### src/rtl/sc_mul_share_ctrl.sv
// sc_mul_share_ctrl: time-shares one stochastic-computing multiplier among
// NUM_REQ requesters. Operands are accepted over per-requester valid/ready,
// held on mul_a/mul_b for MUL_CYCLES cycles (the bitstream evaluation
// window), and the sampled product is returned with the requester ID over a
// valid/ready response port.
//
// Optional build macro SC_MUL_ZERO_BYPASS_EN: a granted request with a zero
// operand skips the multiplier and answers with 0 on the next cycle.
module sc_mul_share_ctrl #(
    parameter int DATA_WIDTH = 16,
    parameter int OUT_WIDTH  = 2 * DATA_WIDTH,
    parameter int NUM_REQ    = 4,
    parameter int ID_WIDTH   = 2,
    parameter int MUL_CYCLES = 4
) (
    input  logic                          clk,
    input  logic                          rst_n,
    input  logic [NUM_REQ-1:0]            req_valid,
    output logic [NUM_REQ-1:0]            req_ready,
    input  logic [NUM_REQ*DATA_WIDTH-1:0] req_a,
    input  logic [NUM_REQ*DATA_WIDTH-1:0] req_b,
    output logic [DATA_WIDTH-1:0]         mul_a,
    output logic [DATA_WIDTH-1:0]         mul_b,
    input  logic [OUT_WIDTH-1:0]          mul_result,
    output logic                          rsp_valid,
    input  logic                          rsp_ready,
    output logic [OUT_WIDTH-1:0]          rsp_data,
    output logic [ID_WIDTH-1:0]           rsp_id,
    output logic                          busy
);

    localparam int PTR_W = $clog2(NUM_REQ);
    localparam int CNT_W = (MUL_CYCLES > 1) ? $clog2(MUL_CYCLES) : 1;

    typedef enum logic [1:0] {
        IDLE,
        BUSY,
        DONE
    } state_t;

    state_t                  state;
    logic [PTR_W-1:0]        rr_ptr;
    logic [CNT_W-1:0]        cnt;
    logic [DATA_WIDTH-1:0]   op_a;
    logic [DATA_WIDTH-1:0]   op_b;
    logic [ID_WIDTH-1:0]     id_q;

    logic                    grant_valid;
    logic [PTR_W-1:0]        grant_idx;
    logic [PTR_W-1:0]        next_ptr;
    logic [ID_WIDTH-1:0]     grant_id;
    logic [DATA_WIDTH-1:0]   grant_a;
    logic [DATA_WIDTH-1:0]   grant_b;

    // Round-robin search: first valid requester at or after rr_ptr, with wrap.
    always_comb begin
        int idx;
        // NOTE: every combinational output gets a default first so no path
        // leaves it unassigned, which would otherwise infer a latch.
        grant_valid = 1'b0;
        grant_idx   = '0;
        idx         = 0;
        // Walk offsets from farthest to nearest so the nearest hit wins.
        for (int k = NUM_REQ - 1; k >= 0; k--) begin
            idx = int'(rr_ptr) + k;
            if (idx >= NUM_REQ) begin
                idx = idx - NUM_REQ;
            end
            if (req_valid[idx]) begin
                grant_valid = 1'b1;
                grant_idx   = PTR_W'(idx);
            end
        end
    end

    assign next_ptr = (grant_idx == PTR_W'(NUM_REQ - 1)) ? '0 : grant_idx + PTR_W'(1);
    assign grant_id = ID_WIDTH'(grant_idx);
    assign grant_a  = req_a[grant_idx*DATA_WIDTH +: DATA_WIDTH];
    assign grant_b  = req_b[grant_idx*DATA_WIDTH +: DATA_WIDTH];

    // Accept is offered only in IDLE, and only to the round-robin winner.
    always_comb begin
        req_ready = '0;
        if (state == IDLE && grant_valid) begin
            req_ready[grant_idx] = 1'b1;
        end
    end

    // Multiplier inputs come straight from the operand registers so they only
    // toggle on capture; status flags decode directly from the state register.
    assign mul_a     = op_a;
    assign mul_b     = op_b;
    assign rsp_valid = (state == DONE);
    assign busy      = (state != IDLE);

    // Sequencer: capture -> hold for MUL_CYCLES -> sample -> hand off.
    always_ff @(posedge clk or negedge rst_n) begin
        if (!rst_n) begin
            state    <= IDLE;
            rr_ptr   <= '0;
            cnt      <= '0;
            op_a     <= '0;
            op_b     <= '0;
            id_q     <= '0;
            rsp_data <= '0;
            rsp_id   <= '0;
        end else begin
            // NOTE: sequential state uses non-blocking assignments so every
            // register samples pre-edge values regardless of statement order.
            case (state)
                IDLE: begin
                    if (grant_valid) begin
                        rr_ptr <= next_ptr;
`ifdef SC_MUL_ZERO_BYPASS_EN
                        if (grant_a == '0 || grant_b == '0) begin
                            rsp_data <= '0;
                            rsp_id   <= grant_id;
                            state    <= DONE;
                        end else
`endif
                        begin
                            op_a  <= grant_a;
                            op_b  <= grant_b;
                            id_q  <= grant_id;
                            cnt   <= CNT_W'(MUL_CYCLES - 1);
                            state <= BUSY;
                        end
                    end
                end
                BUSY: begin
                    if (cnt != '0) begin
                        cnt <= cnt - CNT_W'(1);
                    end else begin
                        rsp_data <= mul_result;
                        rsp_id   <= id_q;
                        state    <= DONE;
                    end
                end
                DONE: begin
                    if (rsp_ready) begin
                        state <= IDLE;
                    end
                end
                default: state <= IDLE;
            endcase
        end
    end

endmodule

### config.mk
export PLATFORM = sky130hd
export DESIGN_NAME = sc_mul_share_ctrl
export DESIGN_NICKNAME = d
export VERILOG_FILES = /design/src/rtl/sc_mul_share_ctrl.sv
export SDC_FILE = /design/constraint.sdc
export NUM_CORES = 1
export LEC_CHECK = 0
export ABC_AREA = 0
export CORE_MARGIN = 2
export CORE_UTILIZATION = 35
export CTS_BUF_LIST = sky130_fd_sc_hd__clkbuf_2
export CTS_CLUSTER_SIZE = 20
export DETAILED_ROUTE_END_ITERATION = 16
export HOLD_SLACK_MARGIN = 0.05
export PLACE_DENSITY = 0.9
export SYNTH_ARGS = -nofsm -noshare
export SYNTH_HDL_FRONTEND = slang
export SYNTH_SLANG_ARGS = --single-unit
### constraint.sdc
create_clock -name clk -period 2.24 [get_ports clk]
set_clock_uncertainty 0.2 [all_clocks]
set_input_delay 0.448 -clock clk [delete_from_list [all_inputs] [get_ports clk]]
set_output_delay 0.448 -clock clk [all_outputs]
set_load 0.01 [all_outputs]
==> impl_metrics.yaml <==
outcome:
  result_of_the_run: "complete, but fails checks"
  failing_checks: "negative setup slack"
synth:
  synth_nets: 538
  synth_area_mm2: 0.00389
  synth_fa_ha_area_share_pct: 0.643
  synth_xor_area_share_pct: 0
  synth.yosys.seq_area_share_pct: 47.6
  largest_family_of_logic_cells_by_synthesized_area: "compound AO/OA/AOI/OAI gates"
  postSynthRegisterBits: 74
  synth.lib_cells_used.distinct: 31
  synthCells: 369
  yosys_warnings: 0
  synth_compound_area_share_pct: 19.2
  post_synth.cell_area_avg_um2: 10.6
  synth_simple_gate_area_share_pct: 10.0
  post_synth_mux_area_share_pct: 18.6
grt:
  grt_max_degree: 46
  grt_remaining_overflow: 0
  number_of_global_route_vias_before_repair: 4093
  grtUsageTotal_pct: 22.4
  grt_pass1_wl_um: 20600
  initial_antenna_violation_count: 0
power:
  p_leak_nw: 2.92
  vdd_ir_drop_max_mv: 0.567
  power_per_cell_area_mw_per_mm2: 1130
cells_and_area:
  num-nets-final: 795
  final_layout_size_suffix_gt1_share_pct: 20.5
  finalCoreUtilization_pct: 64.0
  sequential_cell_area_mm2: 0.00185
  antenna_cells: 0
  fill_cells: 843
  layout-area-overhead-vs-synth_pct: 78.1
  multiInputGateArea_mm2: 0.00200
critical_path:
  crit_path_start_kind: "register"
  cp.arrival_ns: 1.96
  crit_path_max_fanout: 7
  critPathKind: "register to output port"
  required_ns: 1.59
  endpoint_kind: "output port"
place:
  place.detailed.hpwl_um: 10300
  routabilityCongestion: 0.878
  preCtsSetupSlack_ns: -0.795
  place.port_buffers: 238
sta:
  setup-violations-final: 21
  finalHoldViolCount: 0
  max_clock_freq_ghz: 0.383
  finalWorstPathRequiredPeriod_ns: 2.61
  final_max_slew_viol_count: 0
  timing.final.crit_share_pct: 116
  worst_pin_slew_ns: 0.742
  rsz_0062_raised_after_global_routing: "true"
  timing.setup.tns_ns: -2.60
  post-route-worst-setup-slack_ns: -0.368
  slew_headroom_pct: 50.4
detailed_routing:
  detailedRoute.firstPassIterationCount: 5
  routed-via-count: 4012
  antenna_left: 0
  viasPerCell: 5.21
  drt-initial-drc-count: 235
  post_drt_wl_per_cell_um: 17.9
  remaining_drc_errors: 0
  routed_wirelength_um: 13800
cts:
  cts_max_level: 3
  clk_pin_slew_worst_paths_ns: 0.23
  root_buffer: "sky130_fd_sc_hd__clkbuf_2"
  tritoncts: "done"
  clock_sink_total: 74
  clkLatencyLatePin_ns: 0.46
  ctsLongestPathBuffers: 2
  cts_buffers: 9
floorplanning:
  chipWidth_um: 109
  floorplan.io_pins: 239
  fp.dieArea_mm2: 0.0120
  die_h_um: 109
  placeableCoreArea_mm2: 0.0108
  initial_core_utilization_pct: 35.9
  core.rowCount: 38
run:
  cap_violations: 0
worst_hold_path:
  hold_path.class: "primary input to asynchronous set/reset pin"
[power breakdown]
group	internal (W)	switching (W)	total (W)
registers	0.00199	0.000385	0.00238
clock network	0.000482	0.000489	0.000971
logic	0.00260	0.00192	0.00452
[cells in the final DEF (no fill, tap or decap), types with 2 or more instances in the layout]
cell type and instances:
sky130_fd_sc_hd__clkbuf_2 10, sky130_fd_sc_hd__mux2i_1 15, sky130_fd_sc_hd__o211ai_1 15, sky130_fd_sc_hd__mux2_2 40
sky130_fd_sc_hd__dlygate4sd2_1 3, sky130_fd_sc_hd__nand2b_1 2, sky130_fd_sc_hd__nand2_1 22, sky130_fd_sc_hd__inv_1 4
sky130_fd_sc_hd__o21ai_0 34, sky130_fd_sc_hd__buf_2 3, sky130_fd_sc_hd__mux2_1 3, sky130_fd_sc_hd__nand2b_4 2
sky130_fd_sc_hd__bufinv_16 3, sky130_fd_sc_hd__dfrtp_2 2, sky130_fd_sc_hd__nor2_1 8, sky130_fd_sc_hd__nor2_2 2
sky130_fd_sc_hd__buf_4 30, sky130_fd_sc_hd__mux2_4 8, sky130_fd_sc_hd__a221o_1 17, sky130_fd_sc_hd__nand3_1 32
sky130_fd_sc_hd__buf_12 5, sky130_fd_sc_hd__inv_6 2, sky130_fd_sc_hd__dfrtp_1 72, sky130_fd_sc_hd__a21oi_1 21
sky130_fd_sc_hd__buf_6 5, sky130_fd_sc_hd__a21o_1 18, sky130_fd_sc_hd__clkdlybuf4s50_1 228
[registers in the layout, indices dropped and copies added, names as in the netlist]
register  count
cnt           2
id_q          2
mul_a        16
mul_b        16
rr_ptr        2
rsp_data     32
rsp_id        2
state         2
[area by class of cell]
| class | count | area share, % |
|---|---|---|
| Timing Repair Buffer | 276 | 39.2 |
| Multi-Input combinational cell | 260 | 28.9 |
| Sequential cell | 74 | 26.7 |
| Tap cell | 140 | 2.53 |
| Clock inverter | 6 | 1.62 |
| Clock buffer | 9 | 0.650 |
| Inverter | 5 | 0.307 |
[layer usage]
layer | share of wire (%) | vias up | track usage [%]
met5 | 0 | - | 0
met4 | 2.4 | 0 | 7.41
met3 | 8.6 | 25 | 6.46
met2 | 52 | 202 | 41.5
met1 | 37 | 1905 | 24.2
li1 | - | 1880 | -
[cell usage after synthesis, drive strengths merged]
cell type	number	area [µm²]
ha	2	25.0
inv	5	18.8
nand3	32	160
nor3	3	15.0
or4	1	7.51
a221o	17	170
a21oi	22	110
o211ai	15	113
a211oi	2	15.0
nor2	11	41.3
dfrtp	74	1850
and3b	1	8.76
nand3b	1	7.51
mux2i	15	150
nand2b	4	25.0
and3	1	6.26
a31o	1	8.76
a31oi	1	21.3
clkbuf	21	78.8
buf	9	56.3
nor3b	2	15.0
mux2	51	574
o21ai	35	175
nand2	24	97.6
or3	1	6.26
a21o	18	135
[kinds of logic after synthesis]
kind of cell    after synthesis
compound gates              111
fa+ha+maj                     2
buf+inv                      35
flops                        74
mux                          66
simple gates                 81
[path summary, 6_finish.rpt]
kind                                        from                        to  slack [ns]  cells past startpoint
max reg2reg                rr_ptr[1]$_DFFE_PN0P_      mul_b[8]$_DFFE_PN0P_       -0.09                      7
min                                        rst_n      mul_a[5]$_DFFE_PN0P_        0.22                      2
max in group asynchronous                  rst_n  rsp_data[18]$_DFFE_PN0P_        1.02                      3
min in group clk             id_q[1]$_DFFE_PN0P_       id_q[1]$_DFFE_PN0P_        0.30                      2
max                        rr_ptr[1]$_DFFE_PN0P_              req_ready[3]       -0.37                      7
min reg2reg                  id_q[1]$_DFFE_PN0P_       id_q[1]$_DFFE_PN0P_        0.30                      2
[critical path: stages, from the launching register on]
cell and delay [ns]:
sky130_fd_sc_hd__dfrtp_2 0.51, sky130_fd_sc_hd__and3b_2 0.25, sky130_fd_sc_hd__a31oi_4 0.18, sky130_fd_sc_hd__nand2_4 0.09, sky130_fd_sc_hd__inv_4 0.08, sky130_fd_sc_hd__ha_4 0.13
sky130_fd_sc_hd__and3_4 0.17, sky130_fd_sc_hd__buf_6 0.09
[what timing repair did]
| action | 4_1_cts | 5_1_grt |
|---|---|---|
| setup endpoints to repair | 23 | 25 |
| buffers inserted | 4 | 3 |
| hold buffers | 1 | 0 |
| pin swaps | 9 | 1 |
| resized for setup | 51 | 8 |
| hold endpoints to repair | 62 | 0 |
[through the flow]
stage | hold WS (ns) | area, µm² | power [W] | std cells
4_1_cts | 0.165 | 6890 | 0.00782 | 767
3_5_place_dp | 0.215 | 6620 | 0.00669 | 748
3_3_place_gp | 0.211 | 6620 | 0.00651 | 748
5_1_grt | 0.152 | 6930 | 0.00836 | 770
6_report | 0.217 | 6930 | 0.00787 | 770
2_1_floorplan | -0.0476 | 3920 | 0.00448 | 369
Power figures use the tool's default switching activity.
